==> src/rtl/control32_pkg.sv <==
// Shared definitions for the multi-cycle Minisys controller: opcode/funct codes,
// FSM state encoding, the decoded control vector and the byte-enable helper.
package control32_pkg;

  localparam logic [5:0] OP_RTYPE = 6'b000000;
  localparam logic [5:0] OP_J     = 6'b000010;
  localparam logic [5:0] OP_JAL   = 6'b000011;
  localparam logic [5:0] OP_BEQ   = 6'b000100;
  localparam logic [5:0] OP_BNE   = 6'b000101;
  localparam logic [5:0] OP_LB    = 6'b100000;
  localparam logic [5:0] OP_LH    = 6'b100001;
  localparam logic [5:0] OP_LW    = 6'b100011;
  localparam logic [5:0] OP_LBU   = 6'b100100;
  localparam logic [5:0] OP_LHU   = 6'b100101;
  localparam logic [5:0] OP_SB    = 6'b101000;
  localparam logic [5:0] OP_SH    = 6'b101001;
  localparam logic [5:0] OP_SW    = 6'b101011;

  localparam logic [5:0] FN_JR    = 6'b001000;
  localparam logic [5:0] FN_MFHI  = 6'b010000;
  localparam logic [5:0] FN_MFLO  = 6'b010010;

  typedef enum logic [1:0] {
    ST_DECODE  = 2'd0,
    ST_MEMWAIT = 2'd1,
    ST_MDBUSY  = 2'd2
  } state_t;

  typedef enum logic [1:0] {
    SZ_BYTE = 2'd0,
    SZ_HALF = 2'd1,
    SZ_WORD = 2'd2
  } size_t;

  typedef struct packed {
    logic       reg_dst;
    logic       alu_src;
    logic       reg_write;        // non-memory writeback; loads add theirs on completion
    logic       mem_read;
    logic       io_read;
    logic       io_write;
    logic       mem_or_io_to_reg;
    logic       branch;
    logic       nbranch;
    logic       jmp;
    logic       jal;
    logic       jr;
    logic       i_format;
    logic       sftmd;
    logic [1:0] alu_op;
    logic [3:0] mem_write;
    logic       do_byte;
    logic       do_half;
    logic       do_load;
    logic       do_signed;
    logic       is_load;
    logic       is_store;
    logic       is_md;
    logic       md_is_div;
    logic       hi_lo_write;
    logic [1:0] hi_lo_move;
    logic       misaligned;
  } ctrl_t;

  function automatic logic [3:0] byte_en(input size_t size, input logic [1:0] addr_lo);
    case (size)
      SZ_BYTE: return 4'b0001 << addr_lo;
      SZ_HALF: return addr_lo[1] ? 4'b1100 : 4'b0011;
      default: return 4'b1111;
    endcase
  endfunction

endpackage

==> src/rtl/control32_decode.sv <==
// Purely combinational opcode/funct decoder; tables match the single-cycle
// Minisys controller, extended with sub-word accesses and HI/LO operations.
module control32_decode
  import control32_pkg::*;
(
  input  logic [5:0] opcode,
  input  logic [5:0] funct,
  input  logic       is_io,
  input  logic [1:0] addr_lo,
  output ctrl_t      ctrl
);

  logic  r_type;
  logic  is_load;
  logic  is_store;
  logic  access;
  logic  is_mt;
  size_t size;

  // NOTE: every combinational output gets a default first, so no path can infer a latch.
  always_comb begin
    r_type   = (opcode == OP_RTYPE);
    is_load  = opcode inside {OP_LB, OP_LH, OP_LW, OP_LBU, OP_LHU};
    is_store = opcode inside {OP_SB, OP_SH, OP_SW};
    access   = is_load | is_store;
    is_mt    = r_type && (funct[5:2] == 4'b0100) && funct[0];

    // The low two opcode bits encode the access size for every load/store.
    case (opcode[1:0])
      2'b00:   size = SZ_BYTE;
      2'b01:   size = SZ_HALF;
      default: size = SZ_WORD;
    endcase

    ctrl = '0;
    ctrl.is_load          = is_load;
    ctrl.is_store         = is_store;
    ctrl.i_format         = (opcode[5:3] == 3'b001);
    ctrl.reg_dst          = r_type;
    ctrl.jmp              = (opcode == OP_J);
    ctrl.jal              = (opcode == OP_JAL);
    ctrl.branch           = (opcode == OP_BEQ);
    ctrl.nbranch          = (opcode == OP_BNE);
    ctrl.jr               = r_type && (funct == FN_JR);
    ctrl.sftmd            = r_type && (funct[5:3] == 3'b000);
    ctrl.alu_src          = ctrl.i_format | access;
    ctrl.alu_op           = {r_type | ctrl.i_format, ctrl.branch | ctrl.nbranch};

    ctrl.is_md            = r_type && (funct[5:2] == 4'b0110);
    ctrl.md_is_div        = ctrl.is_md && funct[1];
    ctrl.hi_lo_write      = is_mt;
    ctrl.hi_lo_move       = {r_type && (funct == FN_MFHI), r_type && (funct == FN_MFLO)};

    ctrl.reg_write        = (r_type && !ctrl.jr && !ctrl.is_md && !is_mt)
                            | ctrl.i_format | ctrl.jal;

    ctrl.mem_read         = is_load && !is_io;
    ctrl.io_read          = is_load && is_io;
    ctrl.io_write         = is_store && is_io;
    ctrl.mem_or_io_to_reg = is_load;
    ctrl.mem_write        = (is_store && !is_io) ? byte_en(size, addr_lo) : 4'b0000;

    ctrl.do_byte          = access && (size == SZ_BYTE);
    ctrl.do_half          = access && (size == SZ_HALF);
    ctrl.do_load          = is_load;
    ctrl.do_signed        = is_load && !opcode[2];
    ctrl.misaligned       = access && (((size == SZ_HALF) && addr_lo[0]) ||
                                       ((size == SZ_WORD) && (addr_lo != 2'b00)));
  end

endmodule

==> src/rtl/control32_mc.sv <==
// Multi-cycle Minisys controller: decodes each instruction and sequences
// memory/IO waits and mult/div occupancy, driving stall and commit to ifetch.
module control32_mc
  import control32_pkg::*;
#(
  parameter int unsigned                  ADDR_HIGH_W = 22,
  parameter logic [ADDR_HIGH_W-1:0]       IO_BASE     = {ADDR_HIGH_W{1'b1}},
  parameter int unsigned                  MULT_CYCLES = 4,
  parameter int unsigned                  DIV_CYCLES  = 32,
  parameter int unsigned                  WAIT_MAX    = 15
) (
  input  logic                   clock,
  input  logic                   rst_n,
  input  logic                   instr_valid,
  input  logic [5:0]             Opcode,
  input  logic [5:0]             Function_opcode,
  input  logic [ADDR_HIGH_W-1:0] ALUResultHigh,
  input  logic [1:0]             addr_lo,
  input  logic                   mem_ready,
  input  logic                   io_ready,
  output logic                   RegDST,
  output logic                   ALUSrc,
  output logic                   RegWrite,
  output logic                   MemRead,
  output logic                   IORead,
  output logic                   IOWrite,
  output logic                   MemOrIOtoReg,
  output logic                   Branch,
  output logic                   nBranch,
  output logic                   Jmp,
  output logic                   Jal,
  output logic                   Jr,
  output logic                   I_format,
  output logic                   Sftmd,
  output logic [1:0]             ALUOp,
  output logic [3:0]             MemWrite,
  output logic                   Do_Byte,
  output logic                   Do_Half,
  output logic                   Do_load,
  output logic                   Do_signed,
  output logic                   HI_LO_write,
  output logic [1:0]             HI_LO_move,
  output logic                   md_start,
  output logic                   md_is_div,
  output logic                   stall,
  output logic                   commit,
  output logic                   addr_err,
  output logic                   bus_err
);

  localparam int unsigned MD_MAX  = (DIV_CYCLES > MULT_CYCLES) ? DIV_CYCLES : MULT_CYCLES;
  localparam int unsigned CNT_MAX = (MD_MAX > WAIT_MAX) ? MD_MAX : WAIT_MAX;
  localparam int unsigned CNT_W   = $clog2(CNT_MAX + 1);

  state_t           state, state_n;
  logic [CNT_W-1:0] cnt, cnt_n;
  logic [5:0]       lat_op, lat_fn;
  logic             lat_io;
  logic [1:0]       lat_lo;
  logic             capture;

  logic             in_decode;
  logic [5:0]       sel_op, sel_fn;
  logic             sel_io;
  logic [1:0]       sel_lo;
  logic             ready;
  logic             drive;
  logic [CNT_W-1:0] md_load;
  ctrl_t            ctrl;

  // While waiting, the decoder sees the captured instruction, not the live bus.
  assign in_decode = (state == ST_DECODE);
  assign sel_op    = in_decode ? Opcode          : lat_op;
  assign sel_fn    = in_decode ? Function_opcode : lat_fn;
  assign sel_io    = in_decode ? (ALUResultHigh == IO_BASE) : lat_io;
  assign sel_lo    = in_decode ? addr_lo         : lat_lo;
  assign ready     = sel_io ? io_ready : mem_ready;
  assign md_load   = ctrl.md_is_div ? CNT_W'(DIV_CYCLES - 1) : CNT_W'(MULT_CYCLES - 1);

  control32_decode u_decode (
    .opcode  (sel_op),
    .funct   (sel_fn),
    .is_io   (sel_io),
    .addr_lo (sel_lo),
    .ctrl    (ctrl)
  );

  // NOTE: state and the captured instruction use non-blocking assignments so every
  // flop samples pre-edge values; the captured instruction is reset to keep it defined.
  always_ff @(posedge clock or negedge rst_n) begin
    if (!rst_n) begin
      state  <= ST_DECODE;
      cnt    <= '0;
      lat_op <= '0;
      lat_fn <= '0;
      lat_io <= 1'b0;
      lat_lo <= '0;
    end else begin
      state <= state_n;
      cnt   <= cnt_n;
      if (capture) begin
        lat_op <= Opcode;
        lat_fn <= Function_opcode;
        lat_io <= (ALUResultHigh == IO_BASE);
        lat_lo <= addr_lo;
      end
    end
  end

  always_comb begin
    state_n      = state;
    cnt_n        = cnt;
    capture      = 1'b0;
    RegDST       = 1'b0;
    ALUSrc       = 1'b0;
    RegWrite     = 1'b0;
    MemRead      = 1'b0;
    IORead       = 1'b0;
    IOWrite      = 1'b0;
    MemOrIOtoReg = 1'b0;
    Branch       = 1'b0;
    nBranch      = 1'b0;
    Jmp          = 1'b0;
    Jal          = 1'b0;
    Jr           = 1'b0;
    I_format     = 1'b0;
    Sftmd        = 1'b0;
    ALUOp        = 2'b00;
    MemWrite     = 4'b0000;
    Do_Byte      = 1'b0;
    Do_Half      = 1'b0;
    Do_load      = 1'b0;
    Do_signed    = 1'b0;
    HI_LO_write  = 1'b0;
    HI_LO_move   = 2'b00;
    md_start     = 1'b0;
    md_is_div    = 1'b0;
    stall        = 1'b0;
    commit       = 1'b0;
    addr_err     = 1'b0;
    bus_err      = 1'b0;

    // Reset forces every output low even though DECODE may see a valid instruction.
    drive = rst_n && (!in_decode || instr_valid);

    if (drive) begin
      RegDST       = ctrl.reg_dst;
      ALUSrc       = ctrl.alu_src;
      RegWrite     = ctrl.reg_write;
      MemRead      = ctrl.mem_read;
      IORead       = ctrl.io_read;
      IOWrite      = ctrl.io_write;
      MemOrIOtoReg = ctrl.mem_or_io_to_reg;
      Branch       = ctrl.branch;
      nBranch      = ctrl.nbranch;
      Jmp          = ctrl.jmp;
      Jal          = ctrl.jal;
      Jr           = ctrl.jr;
      I_format     = ctrl.i_format;
      Sftmd        = ctrl.sftmd;
      ALUOp        = ctrl.alu_op;
      MemWrite     = ctrl.mem_write;
      Do_Byte      = ctrl.do_byte;
      Do_Half      = ctrl.do_half;
      Do_load      = ctrl.do_load;
      Do_signed    = ctrl.do_signed;
      HI_LO_write  = ctrl.hi_lo_write;
      HI_LO_move   = ctrl.hi_lo_move;

      case (state)
        ST_DECODE: begin
          if (ctrl.is_load || ctrl.is_store) begin
            if (ctrl.misaligned) begin
              addr_err = 1'b1;
              commit   = 1'b1;
              MemWrite = 4'b0000;
              MemRead  = 1'b0;
              IORead   = 1'b0;
              IOWrite  = 1'b0;
              RegWrite = 1'b0;
            end else if (ready) begin
              commit   = 1'b1;
              RegWrite = ctrl.is_load;
            end else begin
              stall   = 1'b1;
              capture = 1'b1;
              cnt_n   = '0;
              state_n = ST_MEMWAIT;
            end
          end else if (ctrl.is_md) begin
            md_start  = 1'b1;
            md_is_div = ctrl.md_is_div;
            if (md_load == '0) begin
              HI_LO_write = 1'b1;
              commit      = 1'b1;
            end else begin
              stall   = 1'b1;
              capture = 1'b1;
              cnt_n   = md_load;
              state_n = ST_MDBUSY;
            end
          end else begin
            commit = 1'b1;
          end
        end

        ST_MEMWAIT: begin
          if (ready) begin
            commit   = 1'b1;
            RegWrite = ctrl.is_load;
            state_n  = ST_DECODE;
          end else if (cnt == CNT_W'(WAIT_MAX)) begin
            bus_err  = 1'b1;
            commit   = 1'b1;
            RegWrite = 1'b0;
            state_n  = ST_DECODE;
          end else begin
            // Only incremented below WAIT_MAX, so the counter can never wrap.
            stall = 1'b1;
            cnt_n = cnt + CNT_W'(1);
          end
        end

        ST_MDBUSY: begin
          cnt_n = cnt - CNT_W'(1);
          if (cnt <= CNT_W'(1)) begin
            HI_LO_write = 1'b1;
            commit      = 1'b1;
            state_n     = ST_DECODE;
          end else begin
            stall = 1'b1;
          end
        end

        default: state_n = ST_DECODE;
      endcase
    end
  end

endmodule

==> config.mk <==
export PLATFORM = sky130hd
export DESIGN_NAME = control32_mc
export DESIGN_NICKNAME = d
export VERILOG_FILES = /design/src/rtl/control32_pkg.sv /design/src/rtl/control32_decode.sv /design/src/rtl/control32_mc.sv
export SDC_FILE = /design/constraint.sdc
export NUM_CORES = 1
export LEC_CHECK = 0
export CAP_MARGIN = 20
export CORE_ASPECT_RATIO = 1.1
export CORE_MARGIN = 4
export CORE_UTILIZATION = 35
export CTS_BUF_LIST = sky130_fd_sc_hd__clkbuf_2
export CTS_CLUSTER_DIAMETER = 100
export DETAILED_ROUTE_END_ITERATION = 12
export PLACE_DENSITY = 0.74
export SETUP_SLACK_MARGIN = 0.5
export SYNTH_ARGS = -nofsm -noshare
export SYNTH_HDL_FRONTEND = slang
export SYNTH_HIERARCHICAL = 1
export SYNTH_SLANG_ARGS = --single-unit
==> constraint.sdc <==
create_clock -name clock -period 9.45 [get_ports clock]
set_input_delay 0.945 -clock clock [delete_from_list [all_inputs] [get_ports clock]]
set_output_delay 0.945 -clock clock [all_outputs]
set_load 0.1 [all_outputs]
==> results.md, run 1 <==
* Outcome: finished, final reports clean
* Die height at 95.3 µm
* CTS tree: built
* CP top delay family: buffers and inverters
* Top-count cell post-synth: nand2_1
* Setup bufs post-CTS at 0
* Multi-input gate area in the final layout at 1660 µm²
* Start-to-end type of the worst setup path: reg2out
* Pre-antenna DRT Iters at 4
* H-tree levels at 1
* Setup TNS Final at 0 ns
* Post-synth ARST share at 1.00
* N_diodes at 0
* Syn nets at 334
* Max-cap violations at 0
* Layout Nets at 396
* Unique masters post-synth at 55
* Vias at 2295
* Cell accounting for the most synthesized area: dfrtp_1
* DRT Wirelength at 6590 µm
* Critical path buffer and inverter count at 4
* Flops & latches, synth at 23
* CP Cell Sequence: inv_1 -> ha_1 -> buf_4 -> mux2_2 -> nand2b_1 -> a211o_1 -> inv_1 -> nor2_1 -> nor2_1 -> a21o_1 -> a41oi_1 -> o31ai_1 -> clkdlybuf4s50_1
* Syn. warnings at 6
* Latest clock arrival within the worst-skew pair at 0.35 ns
* FILL cells at 661
* EDFF count, synth at 0
* Global-route wire length before repair at 10800 µm
* Clock Sink Count at 23
* Clock root cell: clkbuf_2
* Setup violators final at 0
* Avg Cell Area, Syn at 8.48 µm²
* Worst VDD drop at 162 µV
* Slew HR at 0.335
* Die W at 87.4 µm
* Ranking of synthesized cells by area: dfrtp_1 24%, mux2_2 10%, and2_1 7.0%
* Largest net degree at the start of global routing at 28
* Top-area cell type share of the netlist area at 0.237
* Row cnt at 31
* Slowest Stage Delay on Critical Path at 1.19 ns
* Vias in the first global route at 2388
* Fin. Hold Viols at 0
* Core Region at 6670 µm²
* RSZ-0062 raised after global routing: false
* Worst Path Arrival at 5.04 ns
* Leakage at 1.30 nW
* Detail Route Antenna Nets at 0
* Clock-pin slew of the registers on the worst-case setup and hold paths at 0.24 ns
* Initial Utilization at 0.363
* Drt initial violations at 116
* Sequential Area at 576 µm²
* Detail Placement HPWL at 5220 µm
* WL per Instance at 15.4 µm
* Max Slew Vio Count at 0
* Placed Cells at 425
* CP max FO at 18
* Critical path required time at 8.51 ns
* Pwr Density at 311 nW/µm²
* Worst setup EP type: output pin
* Worst Max-Slew Pin Slew at 0.995 ns
* Period utilisation layout at 0.634
* Total gr overflow at 0
* Die ar. at 8320 µm²
* Share of the yosys chip area belonging to registers at 0.237
* Mapped Area at 2420 µm²
* Share of layout cells above drive strength 1 at 0.147
* Hold WC Path Type: reg2reg
* Post-route DRC at 0
* Mapped Cells at 286
* Finished Layout Cells at 429
* Total I/O pin count at 74
* CP startpoint kind: register
* GP Congestion at 0.861
* Initial antenna violation count at 0
* CTS max path bufs at 2
* Layout Area Growth over Synthesis at 31.2%
* Slowest CP cell: clkdlybuf4s50_1
* Top FF cell, synth: dfrtp_1
* Tot GR Track Use at 0.162
* Port bufs at 73
* Tmin final at 5.99 ns
* Synth top cells by count: 28 x nand2_1, 27 x and2_1, 23 x dfrtp_1, 23 x nor2_1, 22 x mux2_2
* Post_cts resized at 0
* Skew final at 0.0107 ns
* Inserted Clock Buffers at 3
* CTS Hold Bufs at 0
* Via/cell ratio at 5.35
* Fmax at 0.167 GHz
[cells by family (layout without fill, tap and decap cells)]
logic type               Yosys count  in the layout  share of synthesized area
XOR/XNOR                           4              4                     0.0145
AO/OA/AOI/OAI                     54             54                      0.157
AND/OR/NAND/NOR                  123            123                      0.289
multiplexers                      38             38                      0.189
flip-flops                        23             23                      0.237
buffers and inverters             37             98                     0.0769
adder cells (fa/ha/maj)            7              7                     0.0361
[placed cells by master, fill, tap and decap left out, types with 2 or more instances in the layout]
cell type and count:
nor4_1 5, nand2_1 28, o311ai_0 2, clkdlybuf4s50_1 73, nor2_1 23, nand4b_1 2
nor3_1 6, o211ai_1 2, mux2i_1 6, inv_1 18, nand2b_1 4, o21ai_0 12
ha_1 7, o21a_1 2, mux2_2 22, nor2b_1 2, xnor2_1 3, mux2_4 10
o22ai_1 2, nand4_1 5, nor4_4 2, dfrtp_1 23, a21oi_1 14, clkbuf_2 3
and3_1 2, a32oi_1 2, nand3_1 6, buf_4 3, a21o_1 3, and2_1 27
or3_1 3, a21boi_0 3
[power breakdown]
part	internal [W]	total, W	switching (W)
sequential	0.000140	0.000179	0.0000393
clock	0.00000959	0.0000424	0.0000328
combinational	0.000280	0.000767	0.000487
total	0.000429	0.000988	0.000559
[worst register-to-register path, delay by kind of cell, from the launching register on]
family          cells  cell delay (ns)
compound gates      2             0.90
mux                 2             0.86
simple gates        4             0.76
buf+inv             3             0.57
fa+ha+maj           1             0.48
flops               1             0.46
[stage by stage]
step                instance area [µm²]  hold slack (ns)   util  setup WS (ns)  power, W
floorplan                          2420            0.477      -           3.42  0.000799
global placement                   3160            0.486  0.474           4.05  0.000930
detailed placement                 3160            0.491  0.474           3.96  0.000942
CTS                                3180            0.545  0.477           3.49  0.000988
global route                       3180            0.562  0.477           3.21   0.00107
finish                             3180            0.538  0.477           3.46  0.000988
[flip-flops by register name, indices dropped and copies added (netlist names)]
name	count
lat_io	1
state	2
lat_fn	6
lat_lo	2
lat_op	6
cnt	6
[layout make-up]
class,instances,share of cell area
well taps,82,0.0322
clock buffers,3,0.00472
flip-flops and latches,23,0.181
inverters,18,0.0212
repair buffers,76,0.237
multi-input cells,226,0.523
clock inverters,1,0.00157
[final timing paths]
path | startpoint | endpoint | slack [ns] | cells past startpoint
min in group asynchronous | rst_n | cnt[3] | 0.91 | 2
worst min-delay path | lat_op[2] | lat_op[2] | 0.54 | 1
worst max-delay path | state[1] | RegWrite | 3.46 | 13
worst min register to register | lat_op[2] | lat_op[2] | 0.54 | 1
worst max register to register | state[1] | lat_fn[0] | 5.36 | 12
max in group asynchronous | rst_n | state[0] | 8.27 | 2
[routing by layer]
metal | track usage | vias to the layer above | part of all wire
met5 | 0 | - | 0
met1 | 0.198 | 1094 | 0.43
met3 | 0.0225 | 7 | 0.050
li1 | - | 1128 | -
met2 | 0.290 | 66 | 0.50
met4 | 0.0563 | 0 | 0.018
(Power assumes the default switching activity.)
==> inputs of run 2 (changes only) <==
--- a/config.mk
+++ b/config.mk
@@ -12,7 +12,7 @@
 export CTS_BUF_LIST = sky130_fd_sc_hd__clkbuf_2
 export CTS_CLUSTER_DIAMETER = 100
 export DETAILED_ROUTE_END_ITERATION = 12
-export PLACE_DENSITY = 0.74
+export PLACE_DENSITY = 0.76
 export SETUP_SLACK_MARGIN = 0.5
 export SYNTH_ARGS = -nofsm -noshare
 export SYNTH_HDL_FRONTEND = slang
==> constraint.sdc (replaced) <==
create_clock -name clock -period 4.9 [get_ports clock]
set_input_delay 0.49 -clock clock [delete_from_list [all_inputs] [get_ports clock]]
set_output_delay 0.49 -clock clock [all_outputs]
set_load 0.1 [all_outputs]
==> run 2 against run 1 <==
Clock power rose by 81%. Critical path depth fell by 4. Via count rose by 0.17%. Sequential share of layout area barely moved. Worst setup slack got worse by 2.6 ns. Clock skew rose by 0.0077 ns. Critical path type unchanged.
==> results.md, run 2 (same netlist as run 1, synthesis figures left out) <==
* Setup TNS Final at 0 ns
* Leakage at 1.37 nW
* Global-route wire length before repair at 10800 µm
* Setup violators final at 0
* Hold WC Path Type: in2async
* H-tree levels at 1
* Setup bufs post-CTS at 0
* DRT Wirelength at 6660 µm
* Post-route DRC at 0
* Worst VDD drop at 410 µV
* Max Slew Vio Count at 0
* Die W at 87.4 µm
* Share of layout cells above drive strength 1 at 0.259
* Initial antenna violation count at 0
* Critical path required time at 4.41 ns
* Total gr overflow at 0
* Most frequent cells in the layout: 40 x clkdlybuf4s50_1, 32 x buf_4, 28 x nand2_1, 27 x and2_1, 23 x dfrtp_1
* Worst Path Arrival at 3.57 ns
* WL per Instance at 15.5 µm
* Final Instance Area at 3190 µm²
* CTS Hold Bufs at 0
* Pre-antenna DRT Iters at 4
* Outcome: finished, final reports clean
* CTS tree: built
* Via/cell ratio at 5.36
* Row cnt at 31
* Hold Slack at 0.509 ns
* Finished Layout Cells at 429
* Start-to-end type of the worst setup path: reg2out
* Met1 wire length at 2920 µm
* Met3 Wirelength at 375 µm
* Post-Place Cell Area at 3160 µm²
* Pwr Density at 609 nW/µm²
* CTS max path bufs at 2
* Largest net degree at the start of global routing at 22
* Layout Nets at 396
* Fin. Hold Viols at 0
* Port bufs at 73
* Placed Cells at 425
* Tot GR Track Use at 0.161
* Final core occ at 0.477
* Clock Sink Count at 23
* CP max FO at 21
* Detail Route Antenna Nets at 0
* Inserted Clock Buffers at 3
* Max-cap violations at 0
* Uppermost layer routed: met4
* Vias at 2299
* Layout Area Growth over Synthesis at 31.4%
* Clock-pin slew of the registers on the worst-case setup and hold paths at 0.24 ns
* Core Region at 6670 µm²
* Die height at 95.3 µm
* Tmin final at 4.06 ns
* Clock root cell: clkbuf_2
* Slowest Stage Delay on Critical Path at 0.53 ns
* Top flop regs: cnt (6), lat_fn (6), lat_op (6)
* Vias in the first global route at 2340
* GP Congestion at 0.898
* Critical R2R Launch: state[0]
* Skew final at 0.0184 ns
* Drt initial violations at 132
* Worst setup EP type: output pin
* Commonest non-fill, non-tap cell in the layout: clkdlybuf4s50_1
* N_diodes at 0
* Initial Utilization at 0.363
* CP Cell Sequence: inv_1 -> ha_2 -> buf_4 -> mux2_2 -> o221a_2 -> o311ai_0 -> a41oi_1 -> o31ai_4 -> buf_12
* RR Endpoint: lat_fn[1]
* Die ar. at 8320 µm²
* Worst r2r path cells at 10
* RSZ-0062 raised after global routing: false
* Reg2reg setup slack at 1.32 ns
* Met2 Routed Length at 3260 µm
* Detail Placement HPWL at 5310 µm
* Slowest CP cell: o311ai_0
* Worst Max-Slew Pin Slew at 0.706 ns
* Latest clock arrival within the worst-skew pair at 0.33 ns
* CP startpoint kind: register
* Period utilisation layout at 0.829
* Total I/O pin count at 74
* Fmax at 0.246 GHz
* Slew HR at 0.524
* FILL cells at 651
==> run 2: report_power, final <==
part	leakage [nW]	internal [W]	switching [W]
Sequential	0.295	0.000270	0.0000763
Combinational	1.06	0.000546	0.000971
Clock	0.0164	0.0000185	0.0000583
Total	1.37	0.000835	0.00111
==> run 2: timing repair <==
action | in CTS | in global routing
hold endpoints to repair | 0 | 0
resized for setup | 0 | 2
endpoints found under the setup margin | 0 | 3
==> run 2: cell type report <==
class	count	area, µm²	share of cell area
clock inverters	1	5.00	0.00157
flip-flops and latches	23	576	0.181
clock buffers	3	15.0	0.00471
repair buffers	76	721	0.226
inverters	18	67.6	0.0212
well taps	82	103	0.0322
multi-input cells	226	1700	0.533
==> run 2: routing by layer <==
metal / track usage / vias up
met2: 0.276 / 84
li1: - / 1130
met4: 0.0435 / 0
met5: 0 / -
met3: 0.0190 / 8
met1: 0.212 / 1077
==> run 2: per-stage QoR <==
step,total power (W),worst slack (ns)
CTS,0.00193,0.659
detailed placement,0.00184,1.10
finish,0.00194,0.836
global route,0.00208,0.601
floorplan,0.00156,0.504
global placement,0.00182,1.21
==> run 2: worst max-delay path: cells and delay by family (launching register included) <==
kind	cells	cell delay, ns
multiplexers	1	0.41
flip-flops	1	0.47
AO/OA/AOI/OAI	4	1.41
buffers and inverters	3	0.62
adder cells (fa/ha/maj)	1	0.33
==> run 2: how the worst max path moves through the flow <==
stage | from | endpoint | slack, ns | cells past startpoint
2_1_floorplan | state[0] | md_is_div | 0.50 | 12
3_3_place_gp | state[1] | RegWrite | 1.21 | 12
3_5_place_dp | state[0] | RegWrite | 1.10 | 12
4_1_cts | state[0] | RegWrite | 0.66 | 12
5_1_grt | state[1] | RegWrite | 0.60 | 12
6_report | state[0] | RegWrite | 0.84 | 9
